File: config.mk
export PLATFORM = sky130hd
export DESIGN_NAME = traffic_intersection_ctrl_flat
export DESIGN_NICKNAME = d
export VERILOG_FILES = /design/src/rtl/tl_pkg.sv /design/src/rtl/traffic_intersection_ctrl_if.sv /design/src/rtl/tl_rr_next.sv /design/src/rtl/traffic_intersection_ctrl.sv /design/src/flat_wrapper.sv
export SDC_FILE = /design/constraint.sdc
export NUM_CORES = 1
export LEC_CHECK = 0
export CAP_MARGIN = 10
export CELL_PAD_IN_SITES_DETAIL_PLACEMENT = 0
export CELL_PAD_IN_SITES_GLOBAL_PLACEMENT = 1
export CORE_UTILIZATION = 51
export DETAILED_ROUTE_END_ITERATION = 8
export DONT_BUFFER_PORTS = 1
export PLACE_DENSITY = 0.85
export REMOVE_ABC_BUFFERS = 1
export SLEW_MARGIN = 20
export SYNTH_ARGS = -nofsm -noshare
export SYNTH_HDL_FRONTEND = slang
export SYNTH_HIERARCHICAL = 1
export SYNTH_SLANG_ARGS = --single-unit
export TNS_END_PERCENT = 20
File: constraint.sdc
create_clock -name clk -period 3.82 [get_ports clk]
set_input_delay 0.764 -clock clk [delete_from_list [all_inputs] [get_ports clk]]
set_output_delay 0.764 -clock clk [all_outputs]
set_load 0.05 [all_outputs]
File: src/rtl/tl_pkg.sv
// Shared state encoding and index helper for the traffic intersection controller.
package tl_pkg;

  localparam int TL_STATE_W = 2;

  typedef enum logic [TL_STATE_W-1:0] {
    GREEN   = 2'd0,
    YELLOW  = 2'd1,
    ALL_RED = 2'd2,
    WALK    = 2'd3
  } tl_state_e;

  // (idx + off) mod n, valid for idx < n and off < n
  function automatic int unsigned tl_next_idx(input int unsigned idx,
                                              input int unsigned off,
                                              input int unsigned n);
    int unsigned sum;
    sum = idx + off;
    if (sum >= n) begin
      sum = sum - n;
    end else begin
      sum = sum + 32'd0;
    end
    return sum;
  endfunction

endpackage

File: src/rtl/traffic_intersection_ctrl_if.sv
// Sensor/timebase inputs and lamp outputs of the traffic intersection controller.
interface traffic_intersection_ctrl_if #(
  parameter int NUM_DIR = 4
);
  localparam int DIR_W = $clog2(NUM_DIR);

  logic               tick;
  logic [NUM_DIR-1:0] car_req;
  logic               ped_req;
  logic [NUM_DIR-1:0] green;
  logic [NUM_DIR-1:0] yellow;
  logic [NUM_DIR-1:0] red;
  logic [DIR_W-1:0]   active_dir;
  logic               walk;

  modport master (
    output tick, car_req, ped_req,
    input  green, yellow, red, active_dir, walk
  );

  modport slave (
    input  tick, car_req, ped_req,
    output green, yellow, red, active_dir, walk
  );
endinterface

File: src/rtl/tl_rr_next.sv
// Round-robin picker: first requesting approach after active_dir, else active_dir+1.
module tl_rr_next
  import tl_pkg::*;
#(
  parameter int NUM_DIR = 4,
  parameter int DIR_W   = $clog2(NUM_DIR)
) (
  input  logic [NUM_DIR-1:0] car_req,
  input  logic [DIR_W-1:0]   active_dir,
  output logic [DIR_W-1:0]   next_dir,
  output logic               any_other_req
);

  logic [DIR_W-1:0] idx_s;

  // scan farthest offset first so the nearest requester overwrites the result
  always_comb begin
    next_dir      = DIR_W'(tl_next_idx(32'(active_dir), 32'd1, NUM_DIR));
    any_other_req = 1'b0;
    idx_s         = {DIR_W{1'b0}};
    for (int unsigned k = NUM_DIR - 1; k >= 32'd1; k--) begin
      idx_s = DIR_W'(tl_next_idx(32'(active_dir), k, NUM_DIR));
      if (car_req[idx_s]) begin
        next_dir      = idx_s;
        any_other_req = 1'b1;
      end else begin
        any_other_req = any_other_req;
      end
    end
  end

endmodule

File: src/rtl/traffic_intersection_ctrl.sv
// Moore traffic controller: GREEN -> YELLOW -> ALL_RED (-> WALK) with round-robin approach selection.
// Optional pedestrian phase enabled by defining TL_PED_EN.
module traffic_intersection_ctrl
  import tl_pkg::*;
#(
  parameter int NUM_DIR    = 4,
  parameter int CNT_W      = 8,
  parameter int GREEN_CYC  = 4,
  parameter int YELLOW_CYC = 2,
  parameter int ALLRED_CYC = 1,
  parameter int WALK_CYC   = 3
) (
  input logic clk,
  input logic rst_n,
  traffic_intersection_ctrl_if.slave bus
);

  localparam int DIR_W = $clog2(NUM_DIR);
  localparam logic [NUM_DIR-1:0] ONE_HOT0 = {{(NUM_DIR-1){1'b0}}, 1'b1};

  tl_state_e          state_r, state_nx_s;
  logic [CNT_W-1:0]   cnt_r, cnt_nx_s, dur_s;
  logic [DIR_W-1:0]   dir_r, dir_nx_s, next_dir_s;
  logic               any_other_s;
  logic               ped_pending_s;
  logic [NUM_DIR-1:0] green_r, yellow_r, red_r;
  logic [NUM_DIR-1:0] green_nx_s, yellow_nx_s;
  logic               walk_r, walk_nx_s;

  tl_rr_next #(.NUM_DIR(NUM_DIR), .DIR_W(DIR_W)) u_rr (
    .car_req       (bus.car_req),
    .active_dir    (dir_r),
    .next_dir      (next_dir_s),
    .any_other_req (any_other_s)
  );

`ifdef TL_PED_EN
  logic ped_pending_r;
  logic ped_clr_s;

  assign ped_clr_s     = (state_nx_s == WALK) && (state_r != WALK);
  assign ped_pending_s = ped_pending_r;

  // pending pedestrian request; entering WALK clears it even against a new press
  always_ff @(posedge clk or negedge rst_n) begin
    if (!rst_n) begin
      ped_pending_r <= 1'b0;
    end else if (ped_clr_s) begin
      ped_pending_r <= 1'b0;
    end else if (bus.ped_req) begin
      ped_pending_r <= 1'b1;
    end else begin
      ped_pending_r <= ped_pending_r;
    end
  end
`else
  assign ped_pending_s = 1'b0;
`endif

  // last counter value of the current phase
  always_comb begin
    case (state_r)
      GREEN:   dur_s = CNT_W'(GREEN_CYC - 1);
      YELLOW:  dur_s = CNT_W'(YELLOW_CYC - 1);
      ALL_RED: dur_s = CNT_W'(ALLRED_CYC - 1);
      WALK:    dur_s = CNT_W'(WALK_CYC - 1);
      default: dur_s = {CNT_W{1'b0}};
    endcase
  end

  // next state; GREEN saturates its counter while nobody else waits
  always_comb begin
    state_nx_s = state_r;
    cnt_nx_s   = cnt_r;
    dir_nx_s   = dir_r;
    if (!bus.tick) begin
      cnt_nx_s = cnt_r;
    end else if (cnt_r != dur_s) begin
      cnt_nx_s = cnt_r + {{(CNT_W-1){1'b0}}, 1'b1};
    end else begin
      case (state_r)
        GREEN: begin
          if (any_other_s || ped_pending_s) begin
            state_nx_s = YELLOW;
            cnt_nx_s   = {CNT_W{1'b0}};
          end else begin
            cnt_nx_s = cnt_r;
          end
        end
        YELLOW: begin
          state_nx_s = ALL_RED;
          cnt_nx_s   = {CNT_W{1'b0}};
        end
        ALL_RED: begin
          cnt_nx_s = {CNT_W{1'b0}};
          if (ped_pending_s) begin
            state_nx_s = WALK;
          end else begin
            state_nx_s = GREEN;
            dir_nx_s   = next_dir_s;
          end
        end
        WALK: begin
          state_nx_s = GREEN;
          cnt_nx_s   = {CNT_W{1'b0}};
          dir_nx_s   = next_dir_s;
        end
        default: begin
          state_nx_s = GREEN;
          cnt_nx_s   = {CNT_W{1'b0}};
        end
      endcase
    end
  end

  // lamps decoded from the next state so the registered lamps track the state register
  always_comb begin
    green_nx_s  = {NUM_DIR{1'b0}};
    yellow_nx_s = {NUM_DIR{1'b0}};
    walk_nx_s   = 1'b0;
    case (state_nx_s)
      GREEN:   green_nx_s  = ONE_HOT0 << dir_nx_s;
      YELLOW:  yellow_nx_s = ONE_HOT0 << dir_nx_s;
      WALK:    walk_nx_s   = 1'b1;
      default: walk_nx_s   = 1'b0;
    endcase
  end

  // state, counter, active approach and lamp registers
  always_ff @(posedge clk or negedge rst_n) begin
    if (!rst_n) begin
      state_r  <= GREEN;
      cnt_r    <= {CNT_W{1'b0}};
      dir_r    <= {DIR_W{1'b0}};
      green_r  <= ONE_HOT0;
      yellow_r <= {NUM_DIR{1'b0}};
      red_r    <= ~ONE_HOT0;
      walk_r   <= 1'b0;
    end else begin
      state_r  <= state_nx_s;
      cnt_r    <= cnt_nx_s;
      dir_r    <= dir_nx_s;
      green_r  <= green_nx_s;
      yellow_r <= yellow_nx_s;
      red_r    <= ~(green_nx_s | yellow_nx_s);
      walk_r   <= walk_nx_s;
    end
  end

  assign bus.green      = green_r;
  assign bus.yellow     = yellow_r;
  assign bus.red        = red_r;
  assign bus.active_dir = dir_r;
  assign bus.walk       = walk_r;

endmodule

File: src/flat_wrapper.sv
// flat-port wrapper written by rule: the top's interface ports become plain ports
module traffic_intersection_ctrl_flat import tl_pkg::*;
#(
  parameter int NUM_DIR    = 4,
  parameter int CNT_W      = 8,
  parameter int GREEN_CYC  = 4,
  parameter int YELLOW_CYC = 2,
  parameter int ALLRED_CYC = 1,
  parameter int WALK_CYC   = 3
)
  (clk, rst_n, bus_tick, bus_car_req, bus_ped_req, bus_green, bus_yellow, bus_red, bus_active_dir, bus_walk);
  traffic_intersection_ctrl_if #(.NUM_DIR(NUM_DIR)) bus_i ();
  input logic clk;
  input logic rst_n;
  input wire logic [$bits(bus_i.tick)-1:0] bus_tick;
  input wire logic [$bits(bus_i.car_req)-1:0] bus_car_req;
  input wire logic [$bits(bus_i.ped_req)-1:0] bus_ped_req;
  output wire logic [$bits(bus_i.green)-1:0] bus_green;
  output wire logic [$bits(bus_i.yellow)-1:0] bus_yellow;
  output wire logic [$bits(bus_i.red)-1:0] bus_red;
  output wire logic [$bits(bus_i.active_dir)-1:0] bus_active_dir;
  output wire logic [$bits(bus_i.walk)-1:0] bus_walk;
  assign bus_i.tick = bus_tick;
  assign bus_i.car_req = bus_car_req;
  assign bus_i.ped_req = bus_ped_req;
  assign bus_green = bus_i.green;
  assign bus_yellow = bus_i.yellow;
  assign bus_red = bus_i.red;
  assign bus_active_dir = bus_i.active_dir;
  assign bus_walk = bus_i.walk;
  traffic_intersection_ctrl #(.NUM_DIR(NUM_DIR), .CNT_W(CNT_W), .GREEN_CYC(GREEN_CYC), .YELLOW_CYC(YELLOW_CYC), .ALLRED_CYC(ALLRED_CYC), .WALK_CYC(WALK_CYC)) u_core (.clk(clk), .rst_n(rst_n), .bus(bus_i));
endmodule
==> metrics.md, run 1 <==
| Metric | Value |
|---|---|
| Leakage power | 0.601 nW |
| RSZ-0062 raised after global routing | false |
| Via count | 864 |
| Antenna diodes | 0 |
| Reg-to-Reg Start | u_core/state_r[1] |
| Postcts setup bufs | 0 |
| Synthesized flop and latch total | 25 |
| Area contributors post-synth | dfrtp_1, dfstp_2, ha_1 |
| Top FF cell, synth | dfrtp_1 |
| Reg-to-reg slack, setup | 1220 ps |
| Crit path time final | 2600 ps |
| Avg WL per Cell | 14.3 um |
| Post-CTS sizing | 0 |
| Internal | 0.000588 W |
| CP required | 4060 ps |
| DIE HEIGHT | 52.5 um |
| Count of final setup violators | 0 |
| Sequential share of the synthesized area | 48.4% |
| Distinct cells, synth | 41 |
| Synth warn | 6 |
| Final GP Congestion | 0.751 |
| Initial core utilization | 56.2% |
| Synthesized area per cell | 10.6 um^2 |
| Crit share post-route | 68.2% |
| Worst skew pair latency | 300 ps |
| Async S/R FF share, synth | 100% |
| Power per Cell Area | 873 nW/um^2 |
| Most numerous cell in the Yosys netlist | dfrtp_1 |
| DP Wirelength | 1.59 mm |
| Vias in the first global route | 865 |
| H-tree depth | 1 |
| Placed cells | 149 |
| Initial antenna violation count | 0 |
| Remaining antenna violation count after routing | 0 |
| Post-synth EDFFs | 0 |
| VDD IR max | 501 uV |
| Total CTS buffers | 3 |
| Commonest cells in the netlist | dfrtp_1, nor2_1, nand2_1 |
| Hold crit path type | in -> async |
| Die area | 2760 um^2 |
| Post-synth top area share | 40.3% |
| WS Path Type | reg -> reg |
| Max Fclk | 384 MHz |
| Crit end category | flip-flop |
| Slew at the pin with the worst max-slew slack | 764 ps |
| Worst-path fanout max | 8 |
| Share of power burned in registers | 55.3% |
| Hold_ws | 137 ps |
| Sw Share | 49.7% |
| First-pass GRT wire length | 3.71 mm |
| Max-slew headroom | 49.1% |
| Critical Path AT | 2840 ps |
| Routed vias/inst | 5.65 |
| Setup crit start | u_core/state_r[1] |
| CP Launch Type | flip-flop |
| TNS Setup | 0 ps |
| MaxCap Viol Count | 0 |
| Outcome | completed |
| Ports | 23 |
| Mapped Cells | 123 |
| Comb pwr share | 35.2% |
| CTS Sinks | 25 |
| DRC Markers | 0 |
| Placeable Area | 2320 um^2 |
| Leading area contributor after synthesis | dfrtp_1 |
| Non-filler cells, final | 153 |
| Capture instance of the worst register-to-register path | u_core/bus.green[1] |
| Global route overflow | 0 |
| GRT Overall Usage | 18.2% |
| Die Wd | 52.5 um |
| Switch Pwr | 0.000582 W |
| PortBufs | 0 |
| Clk slew on worst S/H paths | 120 ps |
| Pre-antenna DRT Iters | 4 |
| Final hold vios | 0 |
| Num rows | 17 |
| Largest net degree at the start of global routing | 26 |
| Clk network pwr share | 9.5% |
| Slew Limit Fails | 0 |
| Routed Wire Length | 2.20 mm |
| Root buffer cell | clkbuf_4 |
| # hold bufs at CTS | 0 |
| Clock Skews | 1.44 ps |
| Share of layout cells above drive strength 1 | 15.2% |
| CTS tree | yes |
| Area growth syn-to-layout | 2.98% |
| Syn Std Cell Area | 1300 um^2 |
| Fin nets | 140 |
| Drt initial violations | 23 |
| Max clock buf depth | 2 |
| R2R depth | 8 |
==> cell type report <==
cell class	count	area, um^2
well taps	28	35.0
clock buffers	4	26.3
inverters	6	27.5
flip-flops and latches	25	631
multi-input cells	90	622
fillers	217	977
==> metal layers <==
layer | wire, um | GRT usage (%) | share of wire [%]
met5 | 0 | 0 | 0
met4 | 12 | 3.95 | 0.55
met3 | 114 | 4.64 | 5.2
met2 | 1010 | 29.7 | 46
met1 | 1060 | 24.4 | 48
==> how the worst max path moves through the flow <==
| stage | to | slack, ps | cells after the start |
|---|---|---|---|
| 2_1_floorplan | u_core/bus.green[0] | 1450 | 6 |
| 3_3_place_gp | u_core/bus.yellow[0] | 1230 | 6 |
| 3_5_place_dp | u_core/bus.yellow[0] | 1200 | 8 |
| 4_1_cts | u_core/bus.yellow[0] | 1160 | 8 |
| 5_1_grt | u_core/bus.green[1] | 990 | 8 |
| 6_report | u_core/bus.green[1] | 1220 | 8 |
==> registers in the layout, indices dropped and copies added (netlist names) <==
register and count:
u_core/bus.active_dir 2, u_core/bus.green 4, u_core/bus.red 4, u_core/bus.walk 1, u_core/bus.yellow 4, u_core/cnt_r 8, u_core/state_r 2
==> placed cells by master (no fill, tap or decap), types with 2 or more instances in the layout <==
cell	n
xnor2_1	4
clkbuf_4	3
a21oi_1	2
mux2i_1	3
inv_1	5
ha_1	6
nand4_1	2
nand2_1	13
dfstp_2	4
nor2_1	20
nand2b_1	3
dfrtp_1	21
xor2_1	3
mux2_2	3
nand3_1	3
o21ai_0	4
==> worst max-delay path, stage by stage (launching register included) <==
cell	delay [ps]
dfrtp_1	520
inv_1	130
ha_1	300
xnor2_1	190
nor4_4	460
o21a_4	200
mux2i_2	450
clkinv_4	150
nor2_1	130
==> kinds of logic (layout without fill, tap and decap cells) <==
family / count (synthesis) / after routing / share of synthesized area [%]
and+or+nand+nor: 54 / 54 / 22.3
DFF: 25 / 25 / 48.4
xor gates and xnor gates: 7 / 7 / 4.71
AOI/OAI and AO/OA: 16 / 16 / 9.03
adders and majority gates: 6 / 6 / 5.76
muxes: 7 / 7 / 5.96
buffers and inverters: 8 / 10 / 3.84
==> through the flow <==
| step | setup slack [ps] | util (%) | area, um^2 | power [W] |
|---|---|---|---|---|
| global route | 987 | 57.9 | 1340 | 0.00125 |
| finish | 1220 | 57.9 | 1340 | 0.00117 |
| floorplan | 1450 | - | 1280 | 0.000975 |
| CTS | 1160 | 57.9 | 1340 | 0.00118 |
| detailed placement | 1200 | 56.7 | 1320 | 0.00107 |
| global placement | 1230 | 56.7 | 1320 | 0.00105 |
==> power groups by stage <==
stage	Sequential, W	Clock (W)	Combinational [W]
3_3_place_gp	0.000647	0	0.000400
5_1_grt	0.000664	0.000125	0.000463
6_report	0.000648	0.000111	0.000412
4_1_cts	0.000648	0.000116	0.000415
2_1_floorplan	0.000623	0	0.000353
3_5_place_dp	0.000652	0	0.000415
No activity file was read; power rests on OpenSTA's default activity.
==> inputs of run 2 (changes only) <==
- CORE_UTILIZATION: 51 -> 47
- PLACE_DENSITY: 0.85 -> 0.8
- clock period: 3.82 -> 2.6 ns (I/O delays scaled with it)
==> metrics.md, run 2 (synthesis gave the netlist of run 1 again) <==
| Metric | Value |
|---|---|
| Power per Cell Area | 1280 nW/um^2 (was 873 nW/um^2) |
| CTS Sinks | 25 (unchanged) |
| MaxCap Viol Count | 0 (unchanged) |
| CTS tree | yes (unchanged) |
| Clock Skews | 5.62 ps (was 1.44 ps) |
| Sw Share | 49.4% (was 49.7%) |
| Antenna diodes | 0 (unchanged) |
| Crit share post-route | 89.0% (was 68.2%) |
| Count of final setup violators | 0 (unchanged) |
| First-pass GRT wire length | 3.46 mm (was 3.71 mm) |
| Root buffer cell | clkbuf_4 (unchanged) |
| Placeable Area | 2540 um^2 (was 2320 um^2) |
| Initial core utilization | 51.2% (was 56.2%) |
| Commonest cells after routing, fill and taps aside | dfrtp_1, nor2_1, nand2_1 (unchanged) |
| Via count | 872 (was 864) |
| CP required | 2810 ps (was 4060 ps) |
| Pre-antenna DRT Iters | 3 (was 4) |
| Largest Register | u_core/cnt_r (unchanged) |
| Leakage power | 0.629 nW (was 0.601 nW) |
| Register area | 631 um^2 (unchanged) |
| Max reg flops | 8 (unchanged) |
| Crit path time final | 2310 ps (was 2600 ps) |
| DP Wirelength | 1.70 mm (was 1.59 mm) |
| Avg WL per Cell | 14.3 um (about the same) |
| H-tree depth | 1 (unchanged) |
| Drt initial violations | 4 (was 23) |
| Routed vias/inst | 5.42 (was 5.65) |
| Most common cell after layout, fill and taps aside | dfrtp_1 (unchanged) |
| PortBufs | 0 (unchanged) |
| DRC Markers | 0 (unchanged) |
| Critical path's slowest cell | dfrtp_1 (unchanged) |
| Outcome | completed (unchanged) |
| Global route overflow | 0 (unchanged) |
| Crit-path max cell delay | 500 ps (was 520 ps) |
| Die Wd | 54.6 um (was 52.5 um) |
| Switch Pwr | 0.000883 W (was 0.000582 W) |
| Share of power burned in registers | 49.4% (was 55.3%) |
| Post-Place Worst Slack | 200 ps (was 1200 ps) |
| DP Area | 1350 um^2 (was 1320 um^2) |
| Max clock buf depth | 2 (unchanged) |
| Final setup margin | 287 ps (was 1220 ps) |
| Final GP Congestion | 0.708 (was 0.751) |
| RSZ-0062 raised after global routing | false (unchanged) |
| Internal | 0.000905 W (was 0.000588 W) |
| Share of layout cells above drive strength 1 | 19.1% (was 15.2%) |
| Ports | 23 (unchanged) |
| VDD IR max | 783 uV (was 501 uV) |
| DIE HEIGHT | 54.6 um (was 52.5 um) |
| Slew Limit Fails | 0 (unchanged) |
| Max Fclk | 432 MHz (was 384 MHz) |
| Clk network pwr share | 10.1% (was 9.5%) |
| Crit end category | flip-flop (unchanged) |
| Num rows | 18 (was 17) |
| WS Path Type | reg -> reg (unchanged) |
| CP Launch Type | flip-flop (unchanged) |
| Buf/Inv on CP | 2 (unchanged) |
| Fin nets | 146 (was 140) |
| Hold crit path type | in -> async (unchanged) |
| Worst-path fanout max | 8 (unchanged) |
| Area growth syn-to-layout | 7.59% (was 2.98%) |
| GRT Overall Usage | 17.1% (was 18.2%) |
| Die area | 2990 um^2 (was 2760 um^2) |
| Comb pwr share | 40.5% (was 35.2%) |
| Initial antenna violation count | 0 (unchanged) |
| Clk slew on worst S/H paths | 140 ps (was 120 ps) |
| Vias in the first global route | 794 (was 865) |
| Largest net degree at the start of global routing | 24 (was 26) |
| Critical Path AT | 2530 ps (was 2840 ps) |
| Multi-input logic area | 631 um^2 (was 622 um^2) |
| Max-slew headroom | 65.7% (was 49.1%) |
| Fill count | 232 (was 217) |
| CP Cell Sequence | inv_1 -> ha_1 -> xnor2_1 -> nor4_4 -> buf_4 -> mux2_2 -> nor2_1 -> nand2_1 (was inv_1 -> ha_1 -> xnor2_1 -> nor4_4 -> o21a_4 -> mux2i_2 -> clkinv_4 -> nor2_1) |
| Slew at the pin with the worst max-slew slack | 514 ps (was 764 ps) |
| Setup crit start | u_core/state_r[1] (unchanged) |
| Final hold vios | 0 (unchanged) |
| Finished Cell Area | 1400 um^2 (was 1340 um^2) |
| Remaining antenna violation count after routing | 0 (unchanged) |
| Total power | 0.00179 W (was 0.00117 W) |
| Reg-to-Reg Start | u_core/state_r[1] (unchanged) |
| TNS Setup | 0 ps (unchanged) |
| Total CTS buffers | 3 (unchanged) |
| Worst skew pair latency | 320 ps (was 300 ps) |
| Family with the most delay on the worst path | simple AND/OR/NAND/NOR gates (unchanged) |
| Routed Wire Length | 2.30 mm (was 2.20 mm) |
-- run 2: cell types whose count changed in the layout (fill, tap and decap cells not counted), sizes merged --
cell         previous run  this run
dlygate4sd3             0         1
buf                     0         5
clkinvlp                0         1
clkbuf                  4         3
-- run 2: worst reg2reg max path, stage by stage, from the launching register on --
cell     delay [ps]
dfrtp_1         500
inv_1           130
ha_1            310
xnor2_1         190
nor4_4          310
buf_4           190
mux2_2          370
nor2_1          140
nand2_1          70
-- run 2: final cells by class --
| cell class | count | share of cell area, % |
|---|---|---|
| multi-input combinational | 90 | 45.0 |
| inverter | 6 | 1.96 |
| clock buffer | 3 | 1.61 |
| timing repair buffer | 6 | 3.21 |
| tap | 30 | 2.68 |
| clock inverter | 1 | 0.536 |
| sequential | 25 | 45.0 |
-- run 2: metal layers --
metal / part of all wire (%) / wire length, um / vias to the layer above / track usage, %
met3: 3.7 / 85 / 5 / 4.44
met4: 1.6 / 37 / 0 / 7.69
met1: 45 / 1030 / 415 / 19.2
li1: - / - / 438 / -
met5: 0 / 0 / - / 0
met2: 50 / 1160 / 14 / 29.7
-- run 2: stage by stage --
stage,std cells,hold slack [ps],util (%)
2_1_floorplan,121,224,-
3_3_place_gp,155,225,52.9
3_5_place_dp,155,225,52.9
4_1_cts,160,5.09,54.5
5_1_grt,161,170,55.1
6_report,161,140,55.1
-- run 2: power groups by stage --
stage               clock, W  combinational [W]  sequential (W)
detailed placement         0           0.000711        0.000897
floorplan                  0           0.000518        0.000915
global placement           0           0.000690        0.000892
CTS                 0.000189           0.000722        0.000890
finish              0.000180           0.000724        0.000884
global route        0.000202           0.000808        0.000914
-- run 2: worst paths after layout --
path                                endpoint  slack [ps]  depth (start not counted)
max                        u_core/bus.red[0]         290                          8
min                        u_core/state_r[0]         140                          1
max reg2reg                u_core/bus.red[0]         290                          8
min reg2reg                  u_core/cnt_r[6]         510                          1
max in group asynchronous  u_core/bus.red[2]        1960                          1
min in group clk             u_core/cnt_r[0]         310                          2
-- run 2: repair_timing --
| action | CTS | global route |
|---|---|---|
| gates resized for setup | 0 | 1 |
| setup endpoints to repair | 0 | 1 |
| hold buffers | 1 | 1 |
| buffers inserted | 0 | 0 |
| endpoints found under the hold margin | 23 | 2 |
